### src/rtl/pipe_hazard_ctrl_if.sv
// ---------------------------------------------------------------------------
// pipe_hazard_ctrl_if
//
// Purpose:
//    Bundles the pipeline-register fields read by pipe_hazard_ctrl and the
//    control selects it produces, so the datapath and the control block
//    connect through a single port.
//
// Parameters:
//    CNT_W  width of the debug event counters (must match the block's CNT_W)
//
// Modports:
//    master  pipeline side: drives the decode/hazard fields, reads selects
//    slave   control block: reads the fields, drives selects and counters
//
// Signal groups:
//    ALU decode   alu_op, func25, funct3, func30          -> alu_ctrl
//    Forwarding   ex_mem_reg_write, mem_wb_reg_write,
//                 ex_mem_rd, mem_wb_rd, id_ex_rs1/rs2      -> forward_a/b,
//                                                             forwarding_active
//    Branch stall if_id_rs1/rs2, id_ex_rd, can_branch      -> stall
//    Debug        stall_cnt, fwd_cnt
// ---------------------------------------------------------------------------
interface pipe_hazard_ctrl_if #(
   parameter int CNT_W = 16
);

   // ALU-control decode (ID/EX fields)
   logic [1:0]       alu_op;
   logic             func25;
   logic [2:0]       funct3;
   logic             func30;
   logic [4:0]       alu_ctrl;

   // EX-stage forwarding
   logic             ex_mem_reg_write;
   logic             mem_wb_reg_write;
   logic [4:0]       ex_mem_rd;
   logic [4:0]       mem_wb_rd;
   logic [4:0]       id_ex_rs1;
   logic [4:0]       id_ex_rs2;
   logic [1:0]       forward_a;
   logic [1:0]       forward_b;
   logic             forwarding_active;

   // ID-stage branch hazard
   logic [4:0]       if_id_rs1;
   logic [4:0]       if_id_rs2;
   logic [4:0]       id_ex_rd;
   logic             can_branch;
   logic             stall;

   // Debug event counters
   logic [CNT_W-1:0] stall_cnt;
   logic [CNT_W-1:0] fwd_cnt;

   modport master (
      output alu_op, func25, funct3, func30,
      output ex_mem_reg_write, mem_wb_reg_write, ex_mem_rd, mem_wb_rd,
      output id_ex_rs1, id_ex_rs2,
      output if_id_rs1, if_id_rs2, id_ex_rd, can_branch,
      input  alu_ctrl, forward_a, forward_b, forwarding_active, stall,
      input  stall_cnt, fwd_cnt
   );

   modport slave (
      input  alu_op, func25, funct3, func30,
      input  ex_mem_reg_write, mem_wb_reg_write, ex_mem_rd, mem_wb_rd,
      input  id_ex_rs1, id_ex_rs2,
      input  if_id_rs1, if_id_rs2, id_ex_rd, can_branch,
      output alu_ctrl, forward_a, forward_b, forwarding_active, stall,
      output stall_cnt, fwd_cnt
   );

endinterface : pipe_hazard_ctrl_if

### src/rtl/pipe_hazard_ctrl.sv
// ---------------------------------------------------------------------------
// pipe_hazard_ctrl
//
// Purpose:
//    Pipeline control for the 5-stage RV32 datapath:
//      * ALU-control decode for the EX stage (RV32I + M extension)
//      * EX-stage operand forwarding select (EX/MEM over MEM/WB)
//      * ID-stage load/ALU-to-branch hazard stall (branches resolve in ID)
//    plus two saturating debug counters (stall cycles, forwarding cycles).
//
// Parameters:
//    CNT_W   width of stall_cnt / fwd_cnt (default 16)
//
// Ports:
//    clk     system clock, rising edge
//    rst     asynchronous, active-high reset (clears the counters only)
//    bus     pipe_hazard_ctrl_if.slave
//              alu_ctrl, forward_a/b, forwarding_active, stall are
//              combinational with zero latency; stall_cnt and fwd_cnt are
//              registered.
// ---------------------------------------------------------------------------
module pipe_hazard_ctrl #(
   parameter int CNT_W = 16
) (
   input  logic              clk,
   input  logic              rst,
   pipe_hazard_ctrl_if.slave bus
);

   // ------------------------------------------------------------------------
   // ALU function encoding
   // ------------------------------------------------------------------------
   typedef enum logic [4:0] {
      ALU_ADD    = 5'b00000,
      ALU_SUB    = 5'b00001,
      ALU_SLL    = 5'b00010,
      ALU_SLT    = 5'b00011,
      ALU_SLTU   = 5'b00100,
      ALU_XOR    = 5'b00101,
      ALU_SRL    = 5'b00110,
      ALU_SRA    = 5'b00111,
      ALU_OR     = 5'b01000,
      ALU_AND    = 5'b01001,
      ALU_MUL    = 5'b10000,
      ALU_MULH   = 5'b10001,
      ALU_MULHSU = 5'b10010,
      ALU_MULHU  = 5'b10011,
      ALU_DIV    = 5'b10100,
      ALU_DIVU   = 5'b10101,
      ALU_REM    = 5'b10110,
      ALU_REMU   = 5'b10111
   } alu_fn_e;

   // ALU operation class supplied by the main decoder
   typedef enum logic [1:0] {
      OP_ADD   = 2'b00,   // loads, stores, LUI/AUIPC, JAL/JALR
      OP_SUB   = 2'b01,   // branch compare
      OP_RTYPE = 2'b10,   // register-register ALU / M extension
      OP_ITYPE = 2'b11    // register-immediate ALU
   } alu_class_e;

   // Forwarding select encoding
   typedef enum logic [1:0] {
      FWD_RF  = 2'b00,    // register file value from ID/EX
      FWD_WB  = 2'b01,    // writeback data
      FWD_MEM = 2'b10     // EX/MEM ALU result
   } fwd_sel_e;

   localparam logic [CNT_W-1:0] CNT_ONE = {{(CNT_W-1){1'b0}}, 1'b1};
   localparam logic [CNT_W-1:0] CNT_MAX = {CNT_W{1'b1}};

   // ------------------------------------------------------------------------
   // Shared RV32I funct3 map. 'alt' is instruction bit 30, which selects
   // SUB over ADD and SRA over SRL. The I-type caller masks it for funct3
   // 000 because ADDI has no subtract form.
   // ------------------------------------------------------------------------
   function automatic alu_fn_e base_fn(input logic [2:0] f3, input logic alt);
      alu_fn_e fn;
      case (f3)
         3'b000:  fn = alt ? ALU_SUB : ALU_ADD;
         3'b001:  fn = ALU_SLL;
         3'b010:  fn = ALU_SLT;
         3'b011:  fn = ALU_SLTU;
         3'b100:  fn = ALU_XOR;
         3'b101:  fn = alt ? ALU_SRA : ALU_SRL;
         3'b110:  fn = ALU_OR;
         default: fn = ALU_AND;
      endcase
      return fn;
   endfunction

   // ------------------------------------------------------------------------
   // Forward select for one source operand. The youngest producer (EX/MEM)
   // wins; x0 is hard-wired zero so a write to it is never forwarded.
   // ------------------------------------------------------------------------
   function automatic fwd_sel_e fwd_sel(
      input logic       mem_we,
      input logic [4:0] mem_rd,
      input logic       wb_we,
      input logic [4:0] wb_rd,
      input logic [4:0] rs
   );
      fwd_sel_e sel;
      if (mem_we && (mem_rd != 5'd0) && (mem_rd == rs)) begin
         sel = FWD_MEM;
      end else if (wb_we && (wb_rd != 5'd0) && (wb_rd == rs)) begin
         sel = FWD_WB;
      end else begin
         sel = FWD_RF;
      end
      return sel;
   endfunction

   // ------------------------------------------------------------------------
   // ALU-control decode
   // ------------------------------------------------------------------------
   alu_fn_e    alu_fn;
   alu_class_e alu_class;

   assign alu_class = alu_class_e'(bus.alu_op);

   always_comb begin
      // NOTE: every variable written in a combinational block gets a default
      // first so that no path leaves it unassigned and a latch is inferred.
      alu_fn = ALU_ADD;
      case (alu_class)
         OP_ADD: alu_fn = ALU_ADD;
         OP_SUB: alu_fn = ALU_SUB;
         OP_RTYPE: begin
            if (bus.func25) begin
               // M extension: funct3 picks MUL..REMU directly
               alu_fn = alu_fn_e'({2'b10, bus.funct3});
            end else begin
               alu_fn = base_fn(bus.funct3, bus.func30);
            end
         end
         OP_ITYPE: begin
            // func25 is immediate bit 5 here, so it is not an M marker.
            // Bit 30 only matters for SRAI/SRLI.
            if (bus.funct3 == 3'b000) begin
               alu_fn = ALU_ADD;
            end else begin
               alu_fn = base_fn(bus.funct3, bus.func30);
            end
         end
         default: alu_fn = ALU_ADD;
      endcase
   end

   assign bus.alu_ctrl = alu_fn;

   // ------------------------------------------------------------------------
   // EX-stage forwarding
   // ------------------------------------------------------------------------
   fwd_sel_e fwd_a;
   fwd_sel_e fwd_b;
   logic     fwd_any;

   assign fwd_a = fwd_sel(bus.ex_mem_reg_write, bus.ex_mem_rd,
                          bus.mem_wb_reg_write, bus.mem_wb_rd, bus.id_ex_rs1);
   assign fwd_b = fwd_sel(bus.ex_mem_reg_write, bus.ex_mem_rd,
                          bus.mem_wb_reg_write, bus.mem_wb_rd, bus.id_ex_rs2);

   assign fwd_any = (fwd_a != FWD_RF) || (fwd_b != FWD_RF);

   assign bus.forward_a         = fwd_a;
   assign bus.forward_b         = fwd_b;
   assign bus.forwarding_active = fwd_any;

   // ------------------------------------------------------------------------
   // ID-stage branch hazard. A branch compares its operands in ID, so a
   // producer still in EX cannot be forwarded in time and the branch must
   // wait one cycle. Non-branches pick their operands up via EX forwarding.
   // ------------------------------------------------------------------------
   logic rd_hits_src;
   logic stall_now;

   assign rd_hits_src = (bus.id_ex_rd == bus.if_id_rs1) ||
                        (bus.id_ex_rd == bus.if_id_rs2);

   assign stall_now = bus.can_branch && (bus.id_ex_rd != 5'd0) && rd_hits_src;

   assign bus.stall = stall_now;

   // ------------------------------------------------------------------------
   // Saturating debug counters. Reset acts immediately and asynchronously;
   // the combinational controls above are not gated by it.
   // ------------------------------------------------------------------------
   logic [CNT_W-1:0] stall_cnt_q;
   logic [CNT_W-1:0] fwd_cnt_q;

   always_ff @(posedge clk or posedge rst) begin
      // NOTE: registered state is updated with non-blocking assignments so
      // every flop samples pre-edge values regardless of statement order.
      if (rst) begin
         stall_cnt_q <= '0;
      end else if (stall_now && (stall_cnt_q != CNT_MAX)) begin
         stall_cnt_q <= stall_cnt_q + CNT_ONE;
      end
   end

   always_ff @(posedge clk or posedge rst) begin
      if (rst) begin
         fwd_cnt_q <= '0;
      end else if (fwd_any && (fwd_cnt_q != CNT_MAX)) begin
         fwd_cnt_q <= fwd_cnt_q + CNT_ONE;
      end
   end

   assign bus.stall_cnt = stall_cnt_q;
   assign bus.fwd_cnt   = fwd_cnt_q;

endmodule : pipe_hazard_ctrl

### src/flat_wrapper.sv
// flat-port wrapper written by rule: the top's interface ports become plain ports
module pipe_hazard_ctrl_flat 
#(
   parameter int CNT_W = 16
)
  (clk, rst, bus_alu_op, bus_func25, bus_funct3, bus_func30, bus_ex_mem_reg_write, bus_mem_wb_reg_write, bus_ex_mem_rd, bus_mem_wb_rd, bus_id_ex_rs1, bus_id_ex_rs2, bus_if_id_rs1, bus_if_id_rs2, bus_id_ex_rd, bus_can_branch, bus_alu_ctrl, bus_forward_a, bus_forward_b, bus_forwarding_active, bus_stall, bus_stall_cnt, bus_fwd_cnt);
  pipe_hazard_ctrl_if #(.CNT_W(CNT_W)) bus_i ();
  input  logic clk;
  input  logic rst;
  input wire logic [$bits(bus_i.alu_op)-1:0] bus_alu_op;
  input wire logic [$bits(bus_i.func25)-1:0] bus_func25;
  input wire logic [$bits(bus_i.funct3)-1:0] bus_funct3;
  input wire logic [$bits(bus_i.func30)-1:0] bus_func30;
  input wire logic [$bits(bus_i.ex_mem_reg_write)-1:0] bus_ex_mem_reg_write;
  input wire logic [$bits(bus_i.mem_wb_reg_write)-1:0] bus_mem_wb_reg_write;
  input wire logic [$bits(bus_i.ex_mem_rd)-1:0] bus_ex_mem_rd;
  input wire logic [$bits(bus_i.mem_wb_rd)-1:0] bus_mem_wb_rd;
  input wire logic [$bits(bus_i.id_ex_rs1)-1:0] bus_id_ex_rs1;
  input wire logic [$bits(bus_i.id_ex_rs2)-1:0] bus_id_ex_rs2;
  input wire logic [$bits(bus_i.if_id_rs1)-1:0] bus_if_id_rs1;
  input wire logic [$bits(bus_i.if_id_rs2)-1:0] bus_if_id_rs2;
  input wire logic [$bits(bus_i.id_ex_rd)-1:0] bus_id_ex_rd;
  input wire logic [$bits(bus_i.can_branch)-1:0] bus_can_branch;
  output wire logic [$bits(bus_i.alu_ctrl)-1:0] bus_alu_ctrl;
  output wire logic [$bits(bus_i.forward_a)-1:0] bus_forward_a;
  output wire logic [$bits(bus_i.forward_b)-1:0] bus_forward_b;
  output wire logic [$bits(bus_i.forwarding_active)-1:0] bus_forwarding_active;
  output wire logic [$bits(bus_i.stall)-1:0] bus_stall;
  output wire logic [$bits(bus_i.stall_cnt)-1:0] bus_stall_cnt;
  output wire logic [$bits(bus_i.fwd_cnt)-1:0] bus_fwd_cnt;
  assign bus_i.alu_op = bus_alu_op;
  assign bus_i.func25 = bus_func25;
  assign bus_i.funct3 = bus_funct3;
  assign bus_i.func30 = bus_func30;
  assign bus_i.ex_mem_reg_write = bus_ex_mem_reg_write;
  assign bus_i.mem_wb_reg_write = bus_mem_wb_reg_write;
  assign bus_i.ex_mem_rd = bus_ex_mem_rd;
  assign bus_i.mem_wb_rd = bus_mem_wb_rd;
  assign bus_i.id_ex_rs1 = bus_id_ex_rs1;
  assign bus_i.id_ex_rs2 = bus_id_ex_rs2;
  assign bus_i.if_id_rs1 = bus_if_id_rs1;
  assign bus_i.if_id_rs2 = bus_if_id_rs2;
  assign bus_i.id_ex_rd = bus_id_ex_rd;
  assign bus_i.can_branch = bus_can_branch;
  assign bus_alu_ctrl = bus_i.alu_ctrl;
  assign bus_forward_a = bus_i.forward_a;
  assign bus_forward_b = bus_i.forward_b;
  assign bus_forwarding_active = bus_i.forwarding_active;
  assign bus_stall = bus_i.stall;
  assign bus_stall_cnt = bus_i.stall_cnt;
  assign bus_fwd_cnt = bus_i.fwd_cnt;
  pipe_hazard_ctrl #(.CNT_W(CNT_W)) u_core (.clk(clk), .rst(rst), .bus(bus_i));
endmodule
### config.mk
export PLATFORM = sky130hd
export DESIGN_NAME = pipe_hazard_ctrl_flat
export DESIGN_NICKNAME = d
export VERILOG_FILES = /design/src/rtl/pipe_hazard_ctrl_if.sv /design/src/rtl/pipe_hazard_ctrl.sv /design/src/flat_wrapper.sv
export SDC_FILE = /design/constraint.sdc
export NUM_CORES = 1
export LEC_CHECK = 0
export BUFFER_PORTS_ARGS = -buffer_cell sky130_fd_sc_hd__buf_2
export CAP_MARGIN = 20
export CORE_ASPECT_RATIO = 0.75
export CORE_MARGIN = 2
export CORE_UTILIZATION = 40
export CTS_CLUSTER_DIAMETER = 200
export DETAILED_ROUTE_END_ITERATION = 12
export PLACE_DENSITY = 0.76
export REMOVE_ABC_BUFFERS = 1
export SLEW_MARGIN = 10
export SYNTH_ARGS = -nofsm -noshare
export SYNTH_HDL_FRONTEND = slang
export SYNTH_SLANG_ARGS = --single-unit
### constraint.sdc
create_clock -name clk -period 4.59 [get_ports clk]
set_clock_uncertainty 0.15 [all_clocks]
set_input_delay 0.918 -clock clk [delete_from_list [all_inputs] [get_ports clk]]
set_output_delay 0.918 -clock clk [all_outputs]
set_load 0.01 [all_outputs]
==> impl_metrics.py <==
metrics = {
    "status": {
        "status": "complete, no violations",
    },
    "clock_network": {
        "cts.sinks": 32,
        "cts_hold_buf": 0,
        "clk_pin_slew_ns": 0.06,
        "cts_buffers": 5,
        "clock_path_buffers": 2,
        "cts_root_buf": "clkbuf_8",
        "htree_levels": 2,
        "cts_resized": 0,
        "clk_latency_ns": 0.28,
        "cts_post_setup_buffers_inserted": 0,
        "tritoncts": "yes",
    },
    "routing": {
        "wire_per_inst_um": 13.1,
        "drt_pass1_iterations": 4,
        "viasPerCell": 5.06,
        "routed_wirelength_um": 5020,
        "drtIter0Drc": 99,
        "vias": 1942,
        "drc": 0,
        "ant_nets": 0,
    },
    "timing": {
        "setup_ws_ns": 0.866,
        "slew_headroom": 0.535,
        "slew_viol_final": 0,
        "rsz0062_at_grt": "false",
        "tightest_slew_ns": 0.691,
        "setup_violations": 0,
        "tns_ns": 0,
        "finalHoldViolCount": 0,
        "fin_crit_ns": 3.72,
        "period_share": 0.811,
        "fmax_mhz": 269,
    },
    "place": {
        "numPortBuffers": 89,
        "dp.cells": 376,
        "place_ws_ns": 0.857,
        "placed_area_mm2": 0.00261,
        "dpl.hpwl_um": 4020,
        "gp_congestion": 0.825,
    },
    "logic_synthesis": {
        "yosys.area.top_type_share": 0.383,
        "synth-main-ff-cell": "dfrtp_1",
        "synth.largest_area_cell": "dfrtp_1",
        "synth_area_mm2": 0.00209,
        "synthTopCellsByArea": "dfrtp_1 38%, xnor2_1 16%, xor2_1 10%, nand4_1 4.8%, nand2_1 3.2%",
        "syn_inst": 228,
        "yosysMostFrequentCell": "xnor2_1",
        "yosysSeqAreaShare": 0.383,
        "synthArstFlopShare": 1.00,
        "synth-seq-cells": 32,
        "synth_cell_types": 29,
        "synth_edf_count": 0,
        "syn_avg_cell_area_um2": 9.16,
        "synthTopCellsByCount": "37 x xnor2_1, 32 x dfrtp_1, 24 x xor2_1",
        "yosys_warnings": 0,
    },
    "layout": {
        "seq_area_um2": 801,
        "drive_gt1_frac": 0.327,
        "syn2layout_area_growth_pct": 28.8,
        "final_net_count": 373,
        "num_antenna_cells": 0,
        "finalInstanceArea_mm2": 0.00269,
        "num-fill-cells": 485,
        "multi_input_area_mm2": 0.00123,
        "stdcell_count": 384,
    },
    "global_routing": {
        "grt_usage": 0.182,
        "top_usage_layer": "met2",
        "grt_pass1_wl_um": 8170,
        "grtUsageMet2": 0.264,
        "grt_max_degree": 20,
        "met3_usage": 0.0508,
        "use_met1": 0.263,
        "grt_pass1_vias": 1712,
        "grt.overflow.total": 0,
        "antenna_found_initial": 0,
    },
    "die": {
        "die_w_um": 87.5,
        "die_area_mm2": 0.00582,
        "placementRows": 22,
        "start_util": 0.422,
        "die_h_um": 66.6,
        "core_mm2": 0.00495,
        "io_pins": 90,
    },
    "power": {
        "ir_drop_mv": 0.228,
        "p_leak_nw": 1.34,
        "power_density_mw_per_mm2": 281,
    },
    "setup_path": {
        "crit_chain": "buf_2 > or4_1 > nor2_2 > nor4_1 > nor4_1 > inv_1 > buf_2",
        "arrival_ns": 2.66,
        "cpMaxStageDelayCell": "or4_1",
        "critical_path_required_ns": 3.52,
        "crit_type": "in2out",
        "critPathLaunch": "bus_mem_wb_rd[0]",
        "r2r-start": "u_core.bus.fwd_cnt[0]",
        "crit_fanout": 4,
        "cp-start-kind": "input port",
        "end_kind": "output pin",
        "cpPeakStageDelay_ns": 0.56,
    },
    "min_path": {
        "hp-start": "u_core.bus.stall_cnt[9]",
        "hp-class": "reg2reg",
    },
    "flow_run": {
        "maxCapViolations": 0,
    },
}
worst max-delay path, delay by kind of cell:
family / cells / cell delay [ns]
buf+inv: 3 / 0.38
simple gates: 4 / 1.36
metal layers:
metal / share of wire / vias to the layer above / wire [um]
li1: - / 982 / -
met1: 0.49 / 903 / 2450
met2: 0.45 / 52 / 2260
met3: 0.048 / 5 / 242
met4: 0.012 / 0 / 61
met5: 0 / - / 0
registers in the layout, summed over array words and instances (netlist names):
register,cells
u_core.bus.fwd_cnt,16
u_core.bus.stall_cnt,16
path summary, 6_finish.rpt:
| kind | to | slack (ns) | cells after the start |
|---|---|---|---|
| min in group asynchronous | u_core.bus.stall_cnt[0] | 0.49 | 2 |
| min reg2reg | u_core.bus.stall_cnt[9] | 0.35 | 1 |
| max reg2reg | u_core.bus.fwd_cnt[1] | 2.13 | 7 |
| max | bus_forwarding_active | 0.87 | 7 |
| max in group asynchronous | u_core.bus.fwd_cnt[6] | 3.15 | 3 |
| min | u_core.bus.stall_cnt[9] | 0.35 | 1 |
cell usage in the layout (no fill, tap or decap), types with 10 or more instances in the layout:
master   count
xor2_1      24
nand4_1     16
nor2_1      15
inv_1       10
nand2_1     18
dfrtp_1     32
nor3_1      11
buf_2       89
nand3_1     13
xnor2_1     37
cell type report:
| type | count | area share |
|---|---|---|
| multi-input cells | 183 | 0.458 |
| flip-flops and latches | 32 | 0.298 |
| repair buffers | 92 | 0.174 |
| well taps | 60 | 0.0279 |
| clock buffers | 6 | 0.0270 |
| inverters | 10 | 0.0139 |
| clock inverters | 1 | 0.00186 |
logic make-up (layout without fill, tap and decap cells):
group                    count (synthesis)  in the layout  share of synthesized area
flip-flops                              32             32                      0.383
buffers and inverters                   13            109                     0.0269
AND/OR/NAND/NOR                        107            107                      0.277
adder cells (fa/ha/maj)                  2              2                     0.0120
multiplexers                             2              2                     0.0126
AO/OA/AOI/OAI                           11             11                     0.0323
XOR/XNOR                                61             61                      0.256
report_power, final:
part,leakage (nW),switching [mW],internal [mW]
combinational,0.885,0.102,0.0962
clock,0.0410,0.0982,0.103
sequential,0.418,0.0440,0.312
through the flow:
stage               utilization  power, mW  hold WS [ns]
floorplan                     -      0.465         0.369
global placement          0.526      0.550         0.335
detailed placement        0.526      0.557         0.335
CTS                       0.542      0.762         0.347
global route              0.543      0.805         0.374
finish                    0.543      0.755         0.346
(Power assumes the default switching activity.)
